File: src/rtl/mod_n_counter.sv
// Parametrised modulo-N up/down counter with synchronous load and one-shot mode.
// It provides a combinational terminal count for cascading, plus a registered wrap pulse and a saturating wrap tally.
module mod_n_counter #(
    parameter int WIDTH   = 4,
    parameter int MODULUS = 9,
    parameter int WRAP_W  = 8
) (
    input  logic              clkIn,
    input  logic              rstnIn,
    input  logic              enIn,
    input  logic              upIn,
    input  logic              loadIn,
    input  logic [WIDTH-1:0]  loadDat,
    input  logic              oneShotIn,
    output logic [WIDTH-1:0]  Dat,
    output logic              tcOut,
    output logic              wrapOut,
    output logic              doneOut,
    output logic              loadErr,
    output logic [WRAP_W-1:0] wrapCnt
);

    localparam logic [WIDTH-1:0]  MAX_VAL  = WIDTH'(MODULUS - 1);
    localparam logic [WIDTH-1:0]  ONE      = WIDTH'(1);
    localparam logic [WIDTH:0]    MOD_EXT  = (WIDTH + 1)'(MODULUS);
    localparam logic [WRAP_W-1:0] WRAP_ONE = WRAP_W'(1);

    generate
        if (WIDTH < 2 || WIDTH > 16 || MODULUS < 2 || MODULUS > (1 << WIDTH)) begin : g_param_check
            $error("mod_n_counter: illegal WIDTH/MODULUS combination");
        end
    endgenerate

    logic [WIDTH-1:0] term_val;
    logic [WIDTH-1:0] step_val;
    logic [WIDTH-1:0] wrap_val;
    logic             at_term;
    logic             load_ok;

    // The load range check is one bit wider so that MODULUS == 2^WIDTH compares correctly.
    always_comb begin
        term_val = upIn ? MAX_VAL : '0;
        wrap_val = upIn ? '0 : MAX_VAL;
        step_val = upIn ? (Dat + ONE) : (Dat - ONE);
        at_term  = (Dat == term_val);
        load_ok  = ({1'b0, loadDat} < MOD_EXT);
    end

    assign tcOut = enIn & at_term & ~(oneShotIn & doneOut);

    always_ff @(posedge clkIn) begin
        if (!rstnIn) begin
            Dat     <= '0;
            wrapOut <= 1'b0;
            doneOut <= 1'b0;
            loadErr <= 1'b0;
            wrapCnt <= '0;
        end else if (loadIn) begin
            Dat     <= load_ok ? loadDat : '0;
            loadErr <= ~load_ok;
            wrapOut <= 1'b0;
            doneOut <= 1'b0;
            wrapCnt <= '0;
        end else begin
            wrapOut <= 1'b0;
            loadErr <= 1'b0;
            // A finished one-shot run freezes everything until a load or reset.
            if (enIn && !doneOut) begin
                if (!at_term) begin
                    Dat <= step_val;
                end else if (!oneShotIn) begin
                    Dat     <= wrap_val;
                    wrapOut <= 1'b1;
                    if (wrapCnt != '1) begin
                        wrapCnt <= wrapCnt + WRAP_ONE;
                    end
                end else begin
                    doneOut <= 1'b1;
                end
            end
        end
    end

endmodule
File: config.mk
export PLATFORM = sky130hd
export DESIGN_NAME = mod_n_counter
export DESIGN_NICKNAME = d
export VERILOG_FILES = /design/src/rtl/mod_n_counter.sv
export SDC_FILE = /design/constraint.sdc
export NUM_CORES = 1
export LEC_CHECK = 0
export ABC_AREA = 1
export ABC_CLOCK_PERIOD_IN_PS = 2100
export BUFFER_PORTS_ARGS = -buffer_cell sky130_fd_sc_hd__buf_2
export CORE_UTILIZATION = 55
export CTS_CLUSTER_DIAMETER = 120
export CTS_CLUSTER_SIZE = 24
export DETAILED_ROUTE_END_ITERATION = 10
export GPL_ROUTABILITY_DRIVEN = 0
export MAX_ROUTING_LAYER = met4
export PLACE_DENSITY = 0.89
export SLEW_MARGIN = 20
export SYNTH_ARGS = -nofsm -noshare
export SYNTH_HDL_FRONTEND = slang
export SYNTH_SLANG_ARGS = --single-unit
export TNS_END_PERCENT = 10
File: constraint.sdc
create_clock -name clkIn -period 2.1 [get_ports clkIn]
set_input_delay 0.21 -clock clkIn [delete_from_list [all_inputs] [get_ports clkIn]]
set_output_delay 0.21 -clock clkIn [all_outputs]
set_load 0.005 [all_outputs]
### Word level (Yosys, flattened, before mapping)

Index checks and enable logic that the tools add are counted.

* input bits: 10
* word-level logic and storage cells: 39
* register bits: 15
* output and inout port bits: 16

* bitwise operators: 9
* reduce and logical (&&, ||, !) cells: 9
* muxes and demuxes: 9
* order comparisons: 1
* add/subtract/negate cells: 3
* equality and inequality tests: 3

Operators with widths (number)
* $mux W4: 8
* $add A8 B1 Y8 const B: 1
* $ne A8 B8 Y1 const B: 1
* $not A1 Y1: 6
* $add A4 B1 Y4 const B: 1
* $eq A4 B4 Y1: 1
* $lt A4 B4 Y1 const B: 1
* $reduce_and A2 Y1: 2
* $reduce_and A4 Y1: 1
* $reduce_or A4 Y1: 1
* $sub A4 B1 Y4 const B: 1
* $and A1 B1 Y1: 3
* $ne A3 B3 Y1 const B: 1
* $reduce_and A3 Y1: 1
* $reduce_bool A2 Y1: 1
* $reduce_or A2 Y1: 1
* $logic_and A1 B1 Y1: 1
* $logic_not A1 Y1: 1
* $mux W1: 1

### Depth between registers and ports, before layout

Gate-level depths: netlist of the first run.

* depth after elaboration: 5
* gate-level depth with buffers: 9

### Worst setup path before layout of the first run

Ideal clock, no wire load.

* path type: reg2reg
* from: reg wrapCnt[0]
* to: reg wrapCnt[2]
* arrival: 1216 ps
* stages on the path, launching flop included: 10
* setup slack: 814 ps
* data required time: 2030 ps
* cells stage by stage: dfxtp_1 > ha_1 > inv_2 > nor2_2 > nand2_2 > nand2_4 > inv_4 > nand2_8 > nand2_1 > a21oi_1

* word-level cells in the longest chain between the ends: 2
* elaborated cells between the ends (all ways): 3
* those cells by class: add/sub (1); eq/ne (1); reduce/logical (1)

RTL lines
* start, declared: RTL line 20 `output logic [WRAP_W-1:0] wrapCnt`
* start signal, assigned: RTL line 75 `wrapCnt <= wrapCnt + WRAP_ONE;`
* parallel branches: the longest is 2 deep, another holds $add A8 B1 Y8

Parallel ways; which one is timed is not known.
A chain may end at the register's enable or synchronous reset.

### Worst setup path in the final report of the first run

* from: reg Dat[1]
* to: out tcOut

* word-level cells in the longest chain between the ends: 3

RTL lines
* start, declared: RTL line 15 `output logic [WIDTH-1:0] Dat,`
* start signal, assigned: RTL line 59 `Dat <= load_ok ? loadDat : '0;`
* start signal, assigned: RTL line 70 `Dat <= step_val;`
* start signal, assigned: RTL line 72 `Dat <= wrap_val;`
* $eq A4 B4 Y1: RTL line 45 `at_term = (Dat == term_val);`
* $and A1 B1 Y1 (2 in a row): RTL line 49 `assign tcOut = enIn & at_term & ~(oneShotIn & doneOut);`
* end, declared: RTL line 16 `output logic tcOut,`

Every way passes these cells.

==> results of run 1 <==
cell usage in the layout (no fill, tap or decap), drive strengths merged:
| master | synthesis | routed |
|---|---|---|
| nor3 | 1 | 1 |
| nand4 | 2 | 2 |
| nand2 | 54 | 54 |
| a211oi | 1 | 1 |
| o21bai | 1 | 1 |
| nor2 | 27 | 27 |
| buf | 0 | 25 |
| nand3 | 14 | 14 |
| inv | 23 | 23 |
| a21oi | 10 | 10 |
| nand3b | 1 | 1 |
| xor2 | 3 | 3 |
| fa | 1 | 1 |
| dfxtp | 15 | 15 |
| ha | 3 | 3 |
| clkbuf | 0 | 4 |
| o21ai | 2 | 2 |
routing by layer:
layer  up-vias  track usage, %  part of all wire (%)
li1        557               -                     -
met4         0            9.70                  0.36
met5         -               -                     0
met1       477            31.7                    48
met3         2            6.94                   3.9
met2        20            36.5                    48
synth_stat cells (all sizes together):
library cell,instances,area share [%]
ha,3,3.8
fa,1,2.0
inv,23,8.9
o21ai,2,1.0
dfxtp,15,30
nand2,54,23
xor2,3,2.6
nand4,2,1.2
nand3,14,7.5
nand3b,1,0.75
nor2,27,12
o21bai,1,0.75
a21oi,10,5.0
a211oi,1,0.75
nor3,1,0.50
cell families (layout without fill, tap and decap cells):
group	after synthesis	in the layout	synth area share, %
AO/OA/AOI/OAI	14	14	7.50
XOR/XNOR	3	3	2.63
adder cells (fa/ha/maj)	4	4	5.75
buffers and inverters	23	52	8.88
flip-flops	15	15	30.0
AND/OR/NAND/NOR	99	99	45.3
report_power, final:
group	total (mW)	internal, mW	switching, mW
Clock	0.166	0.0738	0.0919
Combinational	0.163	0.0607	0.102
Sequential	0.311	0.296	0.0149
sequential cells by signal (all words and copies together) (netlist names):
| signal | count |
|---|---|
| Dat | 4 |
| loadErr | 1 |
| wrapCnt | 8 |
| doneOut | 1 |
| wrapOut | 1 |
metrics by stage:
step                instance area [µm²]  util (%)
detailed placement                 1160      67.8
CTS                                1180      69.3
finish                             1180      69.3
global placement                   1160      67.8
global route                       1180      69.3
floorplan                          1000         -
cell type report:
type                       instances  area [µm²]  share of cell area [%]
multi-input combinational        120         612                    51.7
sequential                        15         300                    25.4
timing repair buffer              25         125                    10.6
inverter                          23        88.8                    7.51
tap                               25        31.3                    2.64
clock buffer                       4        26.3                    2.22
worst max-delay path by stage:
stage / to / slack, ns
floorplan: wrapCnt[2] / 0.81
global placement: Dat[2] / 0.76
detailed placement: wrapCnt[7] / 0.70
CTS: tcOut / 0.51
global route: tcOut / 0.41
finish: tcOut / 0.52
worst max-delay path: cells and delay by family (launching register included):
family	cells	cell delay [ns]
simple gates	3	0.30
flops	1	0.38
buf+inv	2	0.23
compound gates	1	0.17
==> impl_metrics.json, run 1 <==
{
  "placeable_core_area_um2": 1710,
  "clockBufferDepth": 2,
  "run_status": "completed",
  "layout-area-overhead-vs-synth_pct": 18.3,
  "critical_path.startpoint_type": "flop",
  "cts_hold_buf": 0,
  "post_cts_resized": 0,
  "drc": 0,
  "fraction_of_final_layout_cells_with_drive_strength_greater_than_1_pct": 24.1,
  "timing_max_transition_violations_final": 0,
  "slowest_delay_ns": 0.38,
  "setup_tns_after_final_layout_ns": 0,
  "power.ir.vdd_worst_mv": 0.400,
  "cts_tree": "built",
  "netlist_area_um2": 1000,
  "port-buffer-count": 25,
  "post_drt_via_cell_ratio": 4.98,
  "h-tree-depth": 1,
  "nFillCells": 156,
  "cellLeakagePower_nw": 0.617,
  "end_kind": "primary output",
  "via_count": 1056,
  "starting_utilization_of_the_core_area_pct": 58.6,
  "worstHoldPathCells": 3,
  "clockRootBuffer": "clkbuf_4",
  "crit_fanout": 5,
  "min_delay_worst_endpoint": "loadErr",
  "synth_cells": 158,
  "route.detailed.wl_per_inst_um": 10.6,
  "place.detailed.hpwl_um": 1720,
  "finalWorstSetupSlack_ns": 0.523,
  "yosysUniqueCellTypes": 24,
  "clock_pin_slew_reported_for_the_worst_setup_and_hold_paths_after_clock_tree_synthesis_ns": 0.09,
  "cp_launch_point": "Dat[1]",
  "rsz0062_at_grt": "no",
  "critPathArrivalTime_ns": 1.37,
  "critical_path.cell_chain": "inv_2, nand2_2, nor2_4, nand2_1, a211oi_1, buf_2",
  "num_rows": 15,
  "pre_cts_ws_ns": 0.701,
  "critPathRequiredTime_ns": 1.89,
  "holdCritPathClass": "primary input to flop",
  "cp_slowest_cell": "dfxtp_1",
  "drt_wl_total_um": 2240,
  "crit-reg2reg-capture": "wrapCnt[7]",
  "num_io_pins": 26,
  "r2r-start": "wrapCnt[0]",
  "total_gr_overflow": 0,
  "drv.max_cap_violation_count": 0,
  "hold_slack_ns": 0.168,
  "tightest_slew_ns": 0.287,
  "power_per_cell_area_nw_per_um2": 540,
  "initial_antenna_violation_count": 0,
  "remaining_max_slew_budget_at_the_tightest_pin_pct": 80.8,
  "layout.cells.non_filler": 212,
  "die_height_um": 44.7,
  "placed_cells": 208,
  "first_global_vias": 872,
  "ys_seq_area_share_pct": 30.0,
  "detailedRoute.firstIterationViolations": 24,
  "die_width_um": 44.7,
  "cts.repair_timing.setup_buffer_count": 0,
  "synth-seq-cells": 15,
  "numCtsBuffers": 3,
  "die_area_um2": 1990,
  "finalWorstPathRequiredPeriod_ns": 1.58,
  "drtPass1Iterations": 4,
  "antennaDiodeCount": 0,
  "syn_nets": 172,
  "reg2reg_slack_ns": 0.67,
  "final_hold_viol_count": 0,
  "final.setup_skew_ns": 0.00329,
  "grt_usage_pct": 24.7,
  "timing.final.setup_violations": 0,
  "post_synth.cell_area_avg_um2": 6.34,
  "critical_path_class": "flop to primary output",
  "min-delay-start": "loadDat[3]",
  "p_total_uw": 639,
  "yosys_warnings": 0,
  "final_min_period_over_clock_period_pct": 75.1,
  "tritoncts_num_sinks": 15,
  "postRouteAntennaNets": 0,
  "grt_max_degree": 9,
  "global_route_wire_length_before_repair_um": 3490,
  "worst_r2r_path_depth": 9,
  "worst_skew_pair.late_latency_ns": 0.28,
  "fin_nets": 202,
  "fmax_mhz": 634
}
No activity file was read; power rests on OpenSTA's default activity.
==> inputs of run 2 (changes only) <==
Settings changed: ABC_AREA 1 to 0, ABC_CLOCK_PERIOD_IN_PS 2100 to 1600, CORE_UTILIZATION 55 to 50, PLACE_DENSITY 0.89 to 0.83.
Clock period 2.1 ns to 1.6 ns, I/O delays scaled along.
==> run 2 against run 1 <==
  * Wire length fell by 8.9%
  * Via count down 16%
  * Design area increased by 0.32%
  * Non-clock buffer count increased by 9
  * Largest cell class unchanged
  * Critical path type is now flop to flop
  * Clock-buffer cell count fell by 1
==> impl_metrics.json, run 2 <==
{
  "drtPass1Iterations": 4,
  "route.detailed.wl_per_inst_um": 12.3,
  "global_route_wire_length_before_repair_um": 3290,
  "synth-seq-cells": 15,
  "top_register": "wrapCnt",
  "die_width_um": 45.1,
  "h-tree-depth": 1,
  "num_rows": 15,
  "final_hold_viol_count": 0,
  "rsz0062_at_grt": "no",
  "post_synth.cell_area_avg_um2": 8.83,
  "cts_tree": "built",
  "postSynth.asyncResetShare_pct": 0,
  "layout_commonest_cell": "buf_2",
  "netlist_area_um2": 927,
  "fmax_mhz": 662,
  "grt_max_degree": 14,
  "numCtsBuffers": 3,
  "layout-area-overhead-vs-synth_pct": 28.1,
  "reg2reg_slack_ns": 0.09,
  "power_per_cell_area_nw_per_um2": 714,
  "worst_setup_path_endpoint": "Dat[3]",
  "critPathRequiredTime_ns": 1.77,
  "netlist_top_cells_count": "dfxtp_1 (15), nor2_1 (13), nand2_1 (9)",
  "placeable_core_area_um2": 1730,
  "tightest_slew_ns": 0.401,
  "final_cell_mix": "buf_2 (25), dfxtp_1 (13), nor2_1 (13), nand2_1 (9), buf_4 (9)",
  "yosysMostFrequentCell": "dfxtp_1",
  "p_total_uw": 848,
  "cellLeakagePower_nw": 0.523,
  "power.ir.vdd_worst_mv": 0.434,
  "total_gr_overflow": 0,
  "clockRootBuffer": "clkbuf_4",
  "detailedRoute.firstIterationViolations": 18,
  "tritoncts_num_sinks": 15,
  "clock_pin_slew_reported_for_the_worst_setup_and_hold_paths_after_clock_tree_synthesis_ns": 0.09,
  "timing_max_transition_violations_final": 0,
  "die_height_um": 45.1,
  "initial_antenna_violation_count": 0,
  "worst_skew_pair.late_latency_ns": 0.29,
  "leading_cell_types_by_total_area_after_synthesis": "dfxtp_1 (32%), xnor2_1 (5.7%), nor2_1 (5.3%), ha_1 (4.0%), o21ai_0 (3.8%)",
  "r2r-start": "Dat[2]",
  "num_io_pins": 26,
  "fraction_of_final_layout_cells_with_drive_strength_greater_than_1_pct": 37.6,
  "remaining_max_slew_budget_at_the_tightest_pin_pct": 73.3,
  "critPathArrivalTime_ns": 1.68,
  "end_kind": "flop",
  "postRouteAntennaNets": 0,
  "syn_nets": 119,
  "drc": 0,
  "holdCritPathClass": "primary input to flop",
  "largest_reg_flops": 8,
  "clockBufferDepth": 2,
  "grt_usage_pct": 23.2,
  "nFillCells": 147,
  "place.detailed.hpwl_um": 1480,
  "post_drt_via_cell_ratio": 5.34,
  "port-buffer-count": 25,
  "run_status": "completed",
  "crit-reg2reg-capture": "Dat[3]",
  "setup_tns_after_final_layout_ns": 0,
  "timing.final.setup_violations": 0,
  "die_area_um2": 2030,
  "critical_path_class": "flop to flop",
  "yosysUniqueCellTypes": 37,
  "finalWorstPathRequiredPeriod_ns": 1.51,
  "post_synth_edffs": 0,
  "crit_fanout": 4,
  "postSynth.topFlopCell": "dfxtp_1",
  "yosys_warnings": 0,
  "area_share_of_the_leading_cell_type_in_the_synthesized_netlist_pct": 32.4,
  "cp_launch_point": "Dat[2]",
  "first_global_vias": 736,
  "worst_r2r_path_depth": 5,
  "final.setup_skew_ns": 0.00903,
  "synthDominantAreaCellType": "dfxtp_1",
  "ys_seq_area_share_pct": 32.4,
  "critical_path.startpoint_type": "flop",
  "cts_hold_buf": 0,
  "via_count": 887,
  "drv.max_cap_violation_count": 0,
  "starting_utilization_of_the_core_area_pct": 53.7,
  "top_regs": "wrapCnt (8), Dat (4)",
  "fin_nets": 156,
  "antennaDiodeCount": 0,
  "synth_cells": 105,
  "drt_wl_total_um": 2040,
  "final_min_period_over_clock_period_pct": 94.4
}
## run 2: cell types whose count changed after synthesis, moves of 6 or more
| cell | previous run | this run |
|---|---|---|
| xnor2_1 | 0 | 6 |
| inv_2 | 7 | 0 |
| nand2_1 | 49 | 9 |
| nor2_1 | 24 | 13 |
| a21oi_1 | 10 | 4 |
| o21ai_0 | 1 | 7 |
| inv_1 | 15 | 3 |
| nand3_1 | 13 | 6 |
## run 2: final cells by class
class / count / area [µm²] / area share, %
well taps: 25 / 31.3 / 2.63
multi-input cells: 85 / 619 / 52.2
clock inverters: 1 / 5.00 / 0.421
flip-flops and latches: 15 / 305 / 25.7
clock buffers: 3 / 22.5 / 1.90
inverters: 3 / 11.3 / 0.948
repair buffers: 34 / 193 / 16.2
## run 2: through the flow
| stage | std cells | util (%) | hold WS [ns] | instance area, µm² | setup slack [ns] |
|---|---|---|---|---|---|
| 2_1_floorplan | 105 | - | 0.282 | 927 | 0.0150 |
| 3_3_place_gp | 159 | 64.9 | 0.427 | 1120 | 0.0683 |
| 3_5_place_dp | 159 | 64.9 | 0.434 | 1120 | 0.00687 |
| 4_1_cts | 164 | 67.7 | 0.122 | 1170 | 0.0117 |
| 5_1_grt | 166 | 68.8 | 0.159 | 1190 | 0.00571 |
| 6_report | 166 | 68.8 | 0.137 | 1190 | 0.0895 |
## run 2: critical path, stage by stage (launching register included)
cell and delay [ns]:
dfxtp_1 0.47, ha_1 0.31, a21oi_2 0.19, mux2i_1 0.20
a31o_2 0.16, a31oi_1 0.07
## run 2: repair_timing
action | in CTS | in global routing
buffers inserted | 1 | 2
setup endpoints to repair | 1 | 4
resized for setup | 2 | 2
pin swaps | 2 | 2
## run 2: per-layer routing
layer	vias to the layer above	global-route usage, %	wire (µm)
li1	448	-	-
met1	411	33.6	971
met2	26	31.6	962
met3	2	2.40	84
met4	0	12.1	22
met5	-	-	0
## run 2: worst min-delay path by stage
| stage | startpoint | endpoint | slack, ns | depth (start not counted) |
|---|---|---|---|---|
| floorplan | rstnIn | Dat[1] | 0.28 | 1 |
| global placement | loadDat[3] | loadErr | 0.43 | 3 |
| detailed placement | loadDat[3] | loadErr | 0.43 | 3 |
| CTS | loadDat[3] | loadErr | 0.12 | 3 |
| global route | loadDat[3] | loadErr | 0.16 | 3 |
| finish | loadDat[3] | loadErr | 0.14 | 3 |
## run 2: kinds of logic (layout without fill, tap and decap cells)
kind of cell | Yosys count | count (layout) | share of synthesized area, %
DFF | 15 | 15 | 32.4
AOI/OAI and AO/OA | 20 | 20 | 13.4
buffers and inverters | 5 | 41 | 2.02
muxes | 1 | 1 | 1.08
xor gates and xnor gates | 7 | 7 | 7.42
adders and majority gates | 4 | 4 | 6.21
and+or+nand+nor | 53 | 53 | 37.5
## run 2: where the power goes
| group | total (mW) | internal [mW] | leakage (nW) | switching, mW |
|---|---|---|---|---|
| registers | 0.406 | 0.386 | 0.123 | 0.0199 |
| clock network | 0.227 | 0.0927 | 0.0177 | 0.134 |
| logic | 0.215 | 0.107 | 0.383 | 0.108 |
